==> src/rtl/issue_scoreboard.sv <==
// issue_scoreboard: one-slot in-order issue stage that stalls on RAW and write-count saturation
// Ports: clock/reset (sync, active-high); decoder side in_valid/in_ready/in_payload/in_rd/in_rs1/in_rs2/*_used;
// execute side out_valid/out_ready/out_payload; wb_valid/wb_rd retire writes; flush drops the held slot;
// busy_mask shows registers with writes in flight; wb_error is a sticky spurious-writeback flag.
// Optional ISSUE_SCOREBOARD_STATS_EN adds stall_cycles and issued_count saturating counters.
module issue_scoreboard #(
  parameter int NUM_REGS     = 16,
  parameter int MAX_INFLIGHT = 3,
  parameter int PAYLOAD_W    = 128
) (
  input  logic                 clock,
  input  logic                 reset,
  input  logic                 in_valid,
  output logic                 in_ready,
  input  logic [PAYLOAD_W-1:0] in_payload,
  input  logic [4:0]           in_rd,
  input  logic [4:0]           in_rs1,
  input  logic [4:0]           in_rs2,
  input  logic                 in_rd_used,
  input  logic                 in_rs1_used,
  input  logic                 in_rs2_used,
  output logic                 out_valid,
  input  logic                 out_ready,
  output logic [PAYLOAD_W-1:0] out_payload,
  input  logic                 wb_valid,
  input  logic [4:0]           wb_rd,
  input  logic                 flush,
  output logic [NUM_REGS-1:0]  busy_mask,
`ifdef ISSUE_SCOREBOARD_STATS_EN
  output logic [31:0]          stall_cycles,
  output logic [31:0]          issued_count,
`endif
  output logic                 wb_error
);
  localparam int CW = $clog2(MAX_INFLIGHT + 1);
  localparam int IW = $clog2(NUM_REGS);
  typedef enum logic {EMPTY, HELD} state_t;
  state_t state_q, state_d;
  logic [PAYLOAD_W-1:0] payload_q;
  logic [IW-1:0] rd_q, rs1_q, rs2_q;
  logic rd_use_q, rs1_use_q, rs2_use_q;
  logic [CW-1:0] pending_q [NUM_REGS];
  logic [CW-1:0] pending_d [NUM_REGS];
  logic err_q, err_d;
  logic full, hazard, issue, accept;
  logic [NUM_REGS-1:0] inc_v, dec_v;
  // x0 and out-of-range indices are never tracked, so they can never stall or count
  function automatic logic trk(input logic [4:0] r);
    return (r != 5'd0) && (32'(r) < NUM_REGS);
  endfunction
  assign full = (state_q == HELD);
  // Hazard looks only at registered counters, so writebacks never reach out_valid combinationally
  assign hazard = (rs1_use_q && pending_q[rs1_q] != '0) ||
                  (rs2_use_q && pending_q[rs2_q] != '0) ||
                  (rd_use_q && pending_q[rd_q] == CW'(MAX_INFLIGHT));
  assign out_valid   = full && !hazard && !flush;
  assign issue       = out_valid && out_ready;
  assign in_ready    = !full || issue || flush;
  assign accept      = in_valid && in_ready;
  assign out_payload = payload_q;
  assign wb_error    = err_q;
  assign inc_v = (issue && rd_use_q) ? (NUM_REGS'(1) << rd_q) : '0;
  assign dec_v = (wb_valid && trk(wb_rd)) ? (NUM_REGS'(1) << wb_rd[IW-1:0]) : '0;
  always_comb begin
    state_d = accept ? HELD : (issue || flush) ? EMPTY : state_q;
  end
  // Issue and writeback to the same register cancel; a writeback to an idle counter flags an error
  always_comb begin
    err_d = err_q | (|(dec_v & ~inc_v & ~busy_mask));
    for (int i = 0; i < NUM_REGS; i++) begin
      busy_mask[i] = pending_q[i] != '0;
      pending_d[i] = (inc_v[i] && !dec_v[i]) ? pending_q[i] + CW'(1) :
                     (dec_v[i] && !inc_v[i] && busy_mask[i]) ? pending_q[i] - CW'(1) : pending_q[i];
    end
  end
  always_ff @(posedge clock) begin
    if (reset) begin
      state_q   <= EMPTY;
      err_q     <= 1'b0;
      pending_q <= '{default: '0};
    end else begin
      state_q   <= state_d;
      err_q     <= err_d;
      pending_q <= pending_d;
    end
    if (accept) begin
      payload_q <= in_payload;
      rd_q      <= in_rd[IW-1:0];
      rs1_q     <= in_rs1[IW-1:0];
      rs2_q     <= in_rs2[IW-1:0];
      rd_use_q  <= in_rd_used && trk(in_rd);
      rs1_use_q <= in_rs1_used && trk(in_rs1);
      rs2_use_q <= in_rs2_used && trk(in_rs2);
    end
  end
`ifdef ISSUE_SCOREBOARD_STATS_EN
  logic [31:0] stall_q, issued_q;
  assign stall_cycles = stall_q;
  assign issued_count = issued_q;
  always_ff @(posedge clock) begin
    if (reset) begin
      stall_q  <= '0;
      issued_q <= '0;
    end else begin
      if (full && hazard && ~&stall_q) stall_q <= stall_q + 32'd1;
      if (issue && ~&issued_q) issued_q <= issued_q + 32'd1;
    end
  end
`endif
endmodule

==> config.mk <==
export PLATFORM = sky130hd
export DESIGN_NAME = issue_scoreboard
export DESIGN_NICKNAME = d
export VERILOG_FILES = /design/src/rtl/issue_scoreboard.sv
export SDC_FILE = /design/constraint.sdc
export NUM_CORES = 1
export LEC_CHECK = 0
export ABC_AREA = 1
export BUFFER_PORTS_ARGS = -buffer_cell sky130_fd_sc_hd__buf_4
export CAP_MARGIN = 20
export CORE_ASPECT_RATIO = 1.2
export CORE_MARGIN = 1
export CORE_UTILIZATION = 45
export CTS_CLUSTER_SIZE = 25
export DETAILED_ROUTE_END_ITERATION = 6
export PLACE_DENSITY_LB_ADDON = 0.2
export SKIP_CTS_REPAIR_TIMING = 1
export SLEW_MARGIN = 40
export SYNTH_ARGS = -nofsm -noshare
export SYNTH_HDL_FRONTEND = slang
export SYNTH_SLANG_ARGS = --single-unit
==> constraint.sdc <==
create_clock -name clock -period 24.2 [get_ports clock]
set_input_delay 2.42 -clock clock [delete_from_list [all_inputs] [get_ports clock]]
set_output_delay 2.42 -clock clock [all_outputs]
set_load 0.01 [all_outputs]
==> results.py, run 1 <==
metrics = {
    "setup_path": {
        "cp.arrival_ns": 3.56,
        "cp.required_ns": 21.78,
        "r2r_cells": 13,
        "crit_type": "in -> out",
        "r2r_slack_ns": 20.69,
        "end_kind": "primary output",
        "cp-start-kind": "primary input",
        "crit-reg2reg-launch": "rd_q[0]$_DFFE_PP_",
        "worst_r2r_endpoint": "rs2_use_q$_DFFE_PP_",
        "cp_max_fo": 16,
    },
    "cells_and_area": {
        "antennaDiodeCount": 0,
        "nets": 1181,
        "seq_area_mm2": 0.00497,
        "final.fill_count": 1329,
        "final_cells": 1248,
        "area_delta_synth_final_pct": 41.5,
        "drive_above_1_share_pct": 35.4,
        "multi_input_area_mm2": 0.00203,
    },
    "clock_tree": {
        "cts_buffers": 17,
        "htree_num_levels": 4,
        "cts_buffer_depth": 2,
        "clock_sinks": 177,
        "clock_latency_ns": 0.43,
        "clockRootBuffer": "clkbuf_16",
        "cts_tree": "built",
        "clk_pin_slew_ns": 0.07,
    },
    "placement": {
        "placed_cells": 1217,
        "hpwl_mm": 16.6,
        "gp_congestion": 0.907,
        "port_buffers": 303,
    },
    "synth": {
        "synthMuxAreaShare_pct": 0,
        "yosysWarnings": 0,
        "seq_area_frac_synth_pct": 67.0,
        "synth_compound_area_share_pct": 2.76,
        "synthCells": 711,
        "synth_area_per_cell_um2": 10.4,
        "synth_top_family_by_area": "simple AND/OR/NAND/NOR gates",
        "yosys.area_share.adder_pct": 0,
        "synthXorXnorAreaFrac_pct": 0,
        "syn_area_mm2": 0.00743,
        "ys_ff_latch": 177,
        "yosys.area_share.simple_pct": 24.4,
        "yosys.cell_types.count": 26,
        "synth_fp_nets": 868,
    },
    "global_routing": {
        "grtUsageMet1_pct": 27.1,
        "grt_pass1_vias": 5885,
        "grt_pass1_wl_mm": 30.9,
        "grtUsageMet2_pct": 42.3,
        "grt_max_degree": 58,
        "use_met3_pct": 10.5,
        "grtUsageTotal_pct": 24.6,
        "busiest_layer": "met2",
        "grt_antenna_before_repair": 1,
        "globalRoute.totalOverflow": 0,
    },
    "route": {
        "first_pass_iters": 4,
        "drcViolationCount": 0,
        "wl_mm": 20.8,
        "ant_nets": 0,
        "drt_iter0_drc": 309,
        "vias": 6090,
        "wire_per_inst_um": 16.6,
        "vias_per_cell": 4.88,
    },
    "timing": {
        "setup_viol": 0,
        "clock_skew_ns": 0.0174,
        "slew_viol_final": 0,
        "tightest_slew_ns": 0.725,
        "fin_crit_sh_pct": 24.7,
        "rsz0062_at_grt": "false",
        "max_slew_margin_pct": 51.6,
        "finalHoldViolCount": 0,
        "period_needed_ns": 5.98,
        "setup_tns_ns": 0,
        "hold_ws_ns": 0.472,
        "max_freq_mhz": 167,
    },
    "min_path": {
        "hold_path.class": "reg -> reg",
        "hold_depth": 2,
        "whs_endpoint": "pending_q[23]$_SDFFE_PP0P_",
        "hold_path_startpoint": "pending_q[22]$_SDFFE_PP0P_",
    },
    "pwr": {
        "leakage_nw": 4.71,
        "ir_drop_mv": 0.0527,
        "pwr_density_cell_mw_per_mm2": 66.0,
    },
    "die": {
        "initial_core_util_pct": 45.8,
        "row_count": 51,
        "ios": 304,
        "die_h_um": 143,
        "core_area_mm2": 0.0162,
        "die_x_um": 119,
        "dieArea_mm2": 0.0170,
    },
    "run_status": {
        "status": "complete, no violations",
    },
    "run": {
        "cap_violations": 0,
    },
}
[Yosys cell counts (all sizes together)]
cell	instances	area [µm²]
nor4	3	18.8
nand2	163	622
o21ai	8	40.0
nor3	7	35.0
nor3b	4	30.0
nand4	16	235
nand3b	1	7.51
clkbuf	3	11.3
nand3	88	440
dfxtp	34	681
nor2	107	424
inv	90	340
a21oi	33	165
edfxtp	143	4290
clkinv	1	3.75
buf	10	78.8
[kinds of logic after synthesis]
logic type / count (synthesis)
buffers and inverters: 104
AND/OR/NAND/NOR: 389
flip-flops: 177
AO/OA/AOI/OAI: 41
[worst max path at each step]
stage | to | start
after detailed placement | out_valid | flush
final | out_valid | flush
after CTS | out_valid | flush
after global routing | out_valid | flush
after global placement | out_valid | flush
after floorplan | out_payload[0]$_DFFE_PP_ | flush
[cell type report]
class	count	area share (%)
Clock buffer	17	4.05
Tap cell	212	2.52
Multi-Input combinational cell	430	19.3
Sequential cell	177	47.3
Clock inverter	14	1.55
Timing Repair Buffer	307	22.0
Inverter	91	3.27
[sequential cells by signal, summed over array words and instances (netlist names)]
signal / flops
full: 1
rs1_use_q: 1
out_payload: 128
rs1_q: 4
rs2_q: 4
rs2_use_q: 1
rd_q: 4
rd_use_q: 1
wb_error: 1
pending_q: 32
[metrics by stage]
| step | setup slack (ns) | power [mW] | utilization, % | area, µm² |
|---|---|---|---|---|
| after CTS | 18.21 | 0.699 | 64.8 | 10500 |
| after global routing | 18.13 | 0.716 | 64.8 | 10500 |
| after global placement | 18.23 | 0.431 | 61.1 | 9910 |
| final | 18.22 | 0.693 | 64.8 | 10500 |
| after detailed placement | 18.22 | 0.433 | 61.2 | 9920 |
| after floorplan | 14.67 | 0.388 | - | 7430 |
[cells in the final DEF, fill, tap and decap left out, types with 2 or more instances in the layout]
| cell type | count |
|---|---|
| clkbuf_16 | 17 |
| nand2_2 | 4 |
| nand3_1 | 88 |
| inv_8 | 4 |
| inv_2 | 7 |
| edfxtp_1 | 143 |
| clkinv_4 | 3 |
| inv_6 | 3 |
| nor2_2 | 6 |
| dfxtp_1 | 34 |
| inv_1 | 82 |
| a21oi_1 | 33 |
| buf_4 | 306 |
| nor4_1 | 3 |
| nor2_4 | 2 |
| o21ai_1 | 7 |
| nand2_1 | 159 |
| nor2_1 | 99 |
| clkinv_8 | 4 |
| nor3b_1 | 4 |
| nand4_4 | 9 |
| nor3_1 | 7 |
| nand4_1 | 7 |
[routing by layer]
metal  wire length, µm  share of wire (%)
met3              2100                 10
met2             10700                 51
met4               514                2.5
met1              7480                 36
met5                13              0.063
[power breakdown]
group	internal, mW	total (mW)	switching (mW)
registers	0.347	0.354	0.00687
logic	0.0360	0.0716	0.0356
clock network	0.139	0.268	0.130
total	0.521	0.693	0.172
[critical path, cell delays in order]
cell and delay, ns:
buf_4 0.11, nor2_1 0.12, nand2_2 0.09, nor2_4 0.56
buf_4 0.24
No activity file was read; power rests on OpenSTA's default activity.
==> inputs of run 2 (changes only) <==
==> constraint.sdc (replaced) <==
create_clock -name clock -period 6 [get_ports clock]
set_input_delay 0.6 -clock clock [delete_from_list [all_inputs] [get_ports clock]]
set_output_delay 0.6 -clock clock [all_outputs]
set_load 0.01 [all_outputs]
==> results.py, run 2 (same netlist as run 1, synthesis figures left out) <==
metrics = {
    "run_status": {
        "status": "complete, no violations",
    },
    "timing": {
        "clock_skew_ns": 0.0166,
        "max_freq_mhz": 291,
        "tightest_slew_ns": 0.767,
        "max_slew_margin_pct": 48.9,
        "setup_tns_ns": 0,
        "finalHoldViolCount": 0,
        "setup_viol": 0,
        "slew_viol_final": 0,
        "rsz0062_at_grt": "false",
        "period_needed_ns": 3.44,
        "fin_crit_sh_pct": 57.3,
    },
    "cells_and_area": {
        "nets": 1179,
        "final_cell_mix": "buf_4 (304), nand2_1 (159), edfxtp_1 (143)",
        "largest_reg_flops": 128,
        "antennaDiodeCount": 0,
        "final.fill_count": 1346,
        "final_common_cell": "buf_4",
        "drive_above_1_share_pct": 35.3,
        "multi_input_area_mm2": 0.00203,
        "seq_area_mm2": 0.00497,
        "area_delta_synth_final_pct": 41.8,
    },
    "clock_tree": {
        "cts_buffers": 17,
        "cts_tree": "built",
        "clockRootBuffer": "clkbuf_16",
        "clock_sinks": 177,
        "clock_latency_ns": 0.43,
        "clk_pin_slew_ns": 0.08,
        "cts_buffer_depth": 2,
        "htree_num_levels": 4,
    },
    "global_routing": {
        "grt_max_degree": 144,
        "globalRoute.totalOverflow": 0,
        "grtUsageTotal_pct": 25.2,
        "grt_antenna_before_repair": 0,
        "grt_pass1_wl_mm": 31.6,
        "grt_pass1_vias": 6040,
    },
    "route": {
        "drt-met1-wl_mm": 7.91,
        "ant_nets": 0,
        "vias_per_cell": 4.96,
        "wire_per_inst_um": 17.1,
        "wl_met3_mm": 1.76,
        "wl_mm": 21.4,
        "vias": 6180,
        "met2_length_mm": 11.3,
        "highest-signal-layer": "met4",
        "first_pass_iters": 5,
        "drt_iter0_drc": 412,
        "drcViolationCount": 0,
    },
    "pwr": {
        "finalPower_mw": 2.87,
        "netSwitchingPower_mw": 0.690,
        "ir_drop_mv": 0.252,
        "pwr-share-seq_pct": 49.7,
        "p_int_mw": 2.18,
        "pwr_density_cell_mw_per_mm2": 273,
        "switching_share_pct": 24.0,
        "power_frac_clock_pct": 40.2,
        "power_frac_comb_pct": 10.1,
        "leakage_nw": 4.71,
    },
    "setup_path": {
        "path_cells": "inv_2 > nand2_2 > nor2_1 > nor2_1 > nand2_1 > nand3_1 > nand3_1 > nand3_1 > nand2_2 > nor2_4 > buf_4",
        "critPathMaxStageDelay_ns": 0.79,
        "cp.arrival_ns": 2.84,
        "startpoint": "rd_q[0]$_DFFE_PP_",
        "cp-start-kind": "flop",
        "crit_path_top_delay_cell": "edfxtp_1",
        "worst_r2r_endpoint": "rd_q[3]$_DFFE_PP_",
        "r2r_slack_ns": 2.88,
        "worstSetupEndpoint": "out_valid",
        "r2r_cells": 13,
        "crit-reg2reg-launch": "rd_q[0]$_DFFE_PP_",
        "cp_max_fo": 22,
        "end_kind": "primary output",
        "cp.required_ns": 5.40,
        "crit_type": "reg -> out",
        "cpMostUsedCell": "nand3_1",
    },
    "placement": {
        "port_buffers": 303,
        "hpwl_mm": 16.8,
        "gp_congestion": 0.925,
    },
    "min_path": {
        "hold_path.class": "in -> reg",
        "hold_path_startpoint": "in_payload[23]",
    },
    "die": {
        "die_x_um": 119,
        "die_h_um": 143,
        "ios": 304,
        "dieArea_mm2": 0.0170,
        "core_area_mm2": 0.0162,
        "initial_core_util_pct": 45.8,
        "row_count": 51,
    },
    "run": {
        "cap_violations": 0,
    },
}
==> run 2: changes by cell type in the layout (fill, tap and decap cells not counted) <==
cell	previous run	this run
inv_8	4	6
buf_4	306	304
clkbuf_1	0	1
bufinv_16	0	2
inv_6	3	0
buf_12	0	1
clkinvlp_4	0	1
clkinv_8	4	2
buf_8	1	0
==> run 2: area by class of cell <==
class                   count  share of cell area (%)
clock buffers              18                    4.07
clock inverters            14                    1.84
inverters                  91                    3.27
multi-input cells         430                    19.2
flip-flops and latches    177                    47.2
well taps                 212                    2.52
repair buffers            305                    21.9
==> run 2: how the worst min path moves through the flow <==
stage | end | slack, ns | depth (start not counted)
floorplan | pending_q[1]$_SDFFE_PP0P_ | 0.45 | 2
global placement | pending_q[23]$_SDFFE_PP0P_ | 0.46 | 2
detailed placement | pending_q[23]$_SDFFE_PP0P_ | 0.47 | 2
CTS | out_payload[125]$_DFFE_PP_ | 0.33 | 1
global route | out_payload[7]$_DFFE_PP_ | 0.33 | 1
finish | out_payload[23]$_DFFE_PP_ | 0.34 | 1
==> run 2: power by group through the flow <==
stage / combinational (mW) / clock [mW] / sequential [mW]
final: 0.291 / 1.16 / 1.43
after detailed placement: 0.293 / 0 / 1.45
after CTS: 0.293 / 1.17 / 1.43
after global placement: 0.289 / 0 / 1.45
after floorplan: 0.0818 / 0 / 1.48
after global routing: 0.311 / 1.21 / 1.43
==> run 2: per-stage QoR <==
stage               setup WS (ns)  std cells  hold WS [ns]  instance area [µm²]  util [%]
floorplan                   0.412        711         0.446                 7430         -
global placement             2.95       1215         0.461                 9910      61.2
detailed placement           2.89       1215         0.467                 9910      61.2
CTS                          2.55       1247         0.327                10500      65.0
global route                 2.33       1247         0.326                10500      65.0
finish                       2.56       1247         0.339                10500      65.0
==> run 2: per-layer routing <==
metal | track usage, % | up-vias
li1 | - | 3003
met1 | 28.0 | 2885
met2 | 45.7 | 264
met3 | 7.39 | 28
met4 | 8.79 | 0
met5 | 0 | -
==> run 2: worst max-delay path: cells and delay by family (launching register included) <==
family | cells | cell delay (ns)
flip-flops | 1 | 0.79
buffers and inverters | 2 | 0.42
AND/OR/NAND/NOR | 9 | 1.20
==> inputs of run 3 (changes only) <==
--- a/config.mk
+++ b/config.mk
@@ -10,7 +10,7 @@
 export CAP_MARGIN = 20
 export CORE_ASPECT_RATIO = 1.2
 export CORE_MARGIN = 1
-export CORE_UTILIZATION = 45
+export CORE_UTILIZATION = 44
 export CTS_CLUSTER_SIZE = 25
 export DETAILED_ROUTE_END_ITERATION = 6
 export PLACE_DENSITY_LB_ADDON = 0.2
==> constraint.sdc (replaced) <==
create_clock -name clock -period 2.8 [get_ports clock]
set_input_delay 0.28 -clock clock [delete_from_list [all_inputs] [get_ports clock]]
set_output_delay 0.28 -clock clock [all_outputs]
set_load 0.01 [all_outputs]
==> results.py, run 3 (same netlist as run 1, synthesis figures left out) <==
metrics = {
    "clock_tree": {
        "cts_buffers": 17,
        "clockRootBuffer": "clkbuf_16",
        "clock_latency_ns": 0.43,
        "htree_num_levels": 4,
        "clk_pin_slew_ns": 0.07,
        "cts_buffer_depth": 2,
        "clock_sinks": 177,
        "cts_tree": "built",
    },
    "pwr": {
        "netSwitchingPower_mw": 1.47,
        "ir_drop_mv": 0.427,
        "switching_share_pct": 24.5,
        "pwr-share-seq_pct": 51.0,
        "p_int_mw": 4.52,
        "pwr_density_cell_mw_per_mm2": 561,
        "power_frac_comb_pct": 11.0,
        "leakage_nw": 4.79,
        "power_frac_clock_pct": 38.0,
    },
    "global_routing": {
        "grt_pass1_wl_mm": 32.1,
        "busiest_layer": "met2",
        "grtUsageMet2_pct": 45.7,
        "globalRoute.totalOverflow": 0,
        "use_met3_pct": 6.82,
        "grt_max_degree": 43,
        "grtUsageMet1_pct": 27.4,
        "grtUsageTotal_pct": 25.0,
        "grt_antenna_before_repair": 0,
        "grt_pass1_vias": 6042,
    },
    "cells_and_area": {
        "largest_reg_flops": 128,
        "drive_above_1_share_pct": 36.6,
        "final_common_cell": "buf_4",
        "nets": 1197,
        "final.fill_count": 1318,
        "antennaDiodeCount": 0,
        "area_delta_synth_final_pct": 43.8,
        "final_cell_mix": "buf_4 (318), nand2_1 (159), edfxtp_1 (143)",
        "post-route-util_pct": 65.1,
        "multi_input_area_mm2": 0.00204,
        "seq_area_mm2": 0.00497,
    },
    "timing": {
        "setup_tns_ns": 0,
        "rsz0062_at_grt": "true",
        "max_freq_mhz": 382,
        "slew_viol_final": 0,
        "tightest_slew_ns": 0.454,
        "fin_crit_sh_pct": 93.6,
        "finalHoldViolCount": 0,
        "setup_viol": 0,
        "period_needed_ns": 2.62,
        "clock_skew_ns": 0.0136,
        "max_slew_margin_pct": 69.6,
    },
    "route": {
        "drt_iter0_drc": 375,
        "vias_per_cell": 4.90,
        "vias": 6197,
        "wire_per_inst_um": 16.9,
        "first_pass_iters": 5,
        "drcViolationCount": 0,
        "ant_nets": 0,
        "wl_mm": 21.4,
    },
    "setup_path": {
        "path_cells": "inv_2 > nand2_2 > nor2_1 > nor2_1 > nand2_1 > nand3_1 > nand3_1 > nand3_1 > nand2_2 > nor3b_2 > nor3_2 > inv_1 > buf_4",
        "cp-start-kind": "flop",
        "cp_max_fo": 7,
        "cpMostUsedCell": "nand3_1",
        "crit_type": "reg -> out",
        "cp.arrival_ns": 2.34,
        "end_kind": "primary output",
        "crit_family": "simple AND/OR/NAND/NOR gates",
        "crit_path_top_delay_cell": "edfxtp_1",
        "critPathBufInv": 3,
        "cp.required_ns": 2.52,
        "critPathMaxStageDelay_ns": 0.48,
    },
    "die": {
        "initial_core_util_pct": 45.3,
        "dieArea_mm2": 0.0174,
        "die_x_um": 121,
        "core_area_mm2": 0.0164,
        "die_h_um": 144,
        "ios": 304,
        "row_count": 51,
    },
    "run_status": {
        "status": "complete, no violations",
    },
    "min_path": {
        "hold_path.class": "in -> reg",
    },
    "placement": {
        "hpwl_mm": 17.3,
        "gp_congestion": 0.933,
        "port_buffers": 303,
    },
    "run": {
        "cap_violations": 0,
    },
}
[run 3: changes by cell type in the layout (fill, tap and decap cells not counted), sizes merged]
cell | before | now
bufinv | 2 | 0
clkinvlp | 1 | 3
inv | 96 | 98
buf | 305 | 323
clkinv | 6 | 4
[run 3: worst register-to-register path: stages, from the launching register on]
cell and delay, ns:
dfxtp_1 0.36, nor2_1 0.38, nand2_1 0.10, nand3_1 0.08
nand2_1 0.05, nand2_1 0.06, nand3_1 0.07, nand3_1 0.12
nand2_2 0.10, nor3b_2 0.22, nor3_2 0.09, nor2_4 0.17
buf_12 0.27, buf_12 0.22
[run 3: power by group through the flow]
stage / registers (mW) / logic, mW / clock network (mW)
global placement: 3.10 / 0.651 / 0
finish: 3.05 / 0.659 / 2.28
global route: 3.06 / 0.706 / 2.40
CTS: 3.05 / 0.660 / 2.32
floorplan: 3.16 / 0.178 / 0
detailed placement: 3.11 / 0.658 / 0
[run 3: metrics by stage]
step           hold WS [ns]  total power [mW]  instance area (µm²)  setup slack, ns  std cells
2_1_floorplan         0.349              3.34                 7450            -1.11        711
3_3_place_gp          0.458              3.75                10100            0.254       1229
3_5_place_dp          0.459              3.77                10100            0.262       1229
4_1_cts             0.00640              6.03                10600           0.0145       1261
5_1_grt             0.00768              6.18                10700          -0.0185       1265
6_report             0.0189              5.99                10700            0.180       1265
[run 3: layer usage]
layer  routed length, µm  vias up
li1                    -     3046
met1                7850     2867
met2               11400      254
met3                1590       30
met4                 515        0
met5                   0        -
[run 3: area by class of cell]
class	instances	area share, %
clock buffer	18	4.02
clock inverter	14	1.29
inverter	91	3.22
multi-input combinational	430	19.1
sequential	177	46.6
tap	212	2.48
timing repair buffer	323	23.3
[run 3: worst paths after layout]
kind,startpoint,endpoint,slack (ns),depth (start not counted)
worst max-delay path,rd_q[0]$_DFFE_PP_,in_ready,0.18,13
worst min-delay path,in_payload[67],out_payload[67]$_DFFE_PP_,0.02,1
worst max register to register,pending_q[10]$_SDFFE_PP0P_,rd_q[2]$_DFFE_PP_,0.23,13
worst min register to register,pending_q[6]$_SDFFE_PP0P_,pending_q[7]$_SDFFE_PP0P_,0.48,2
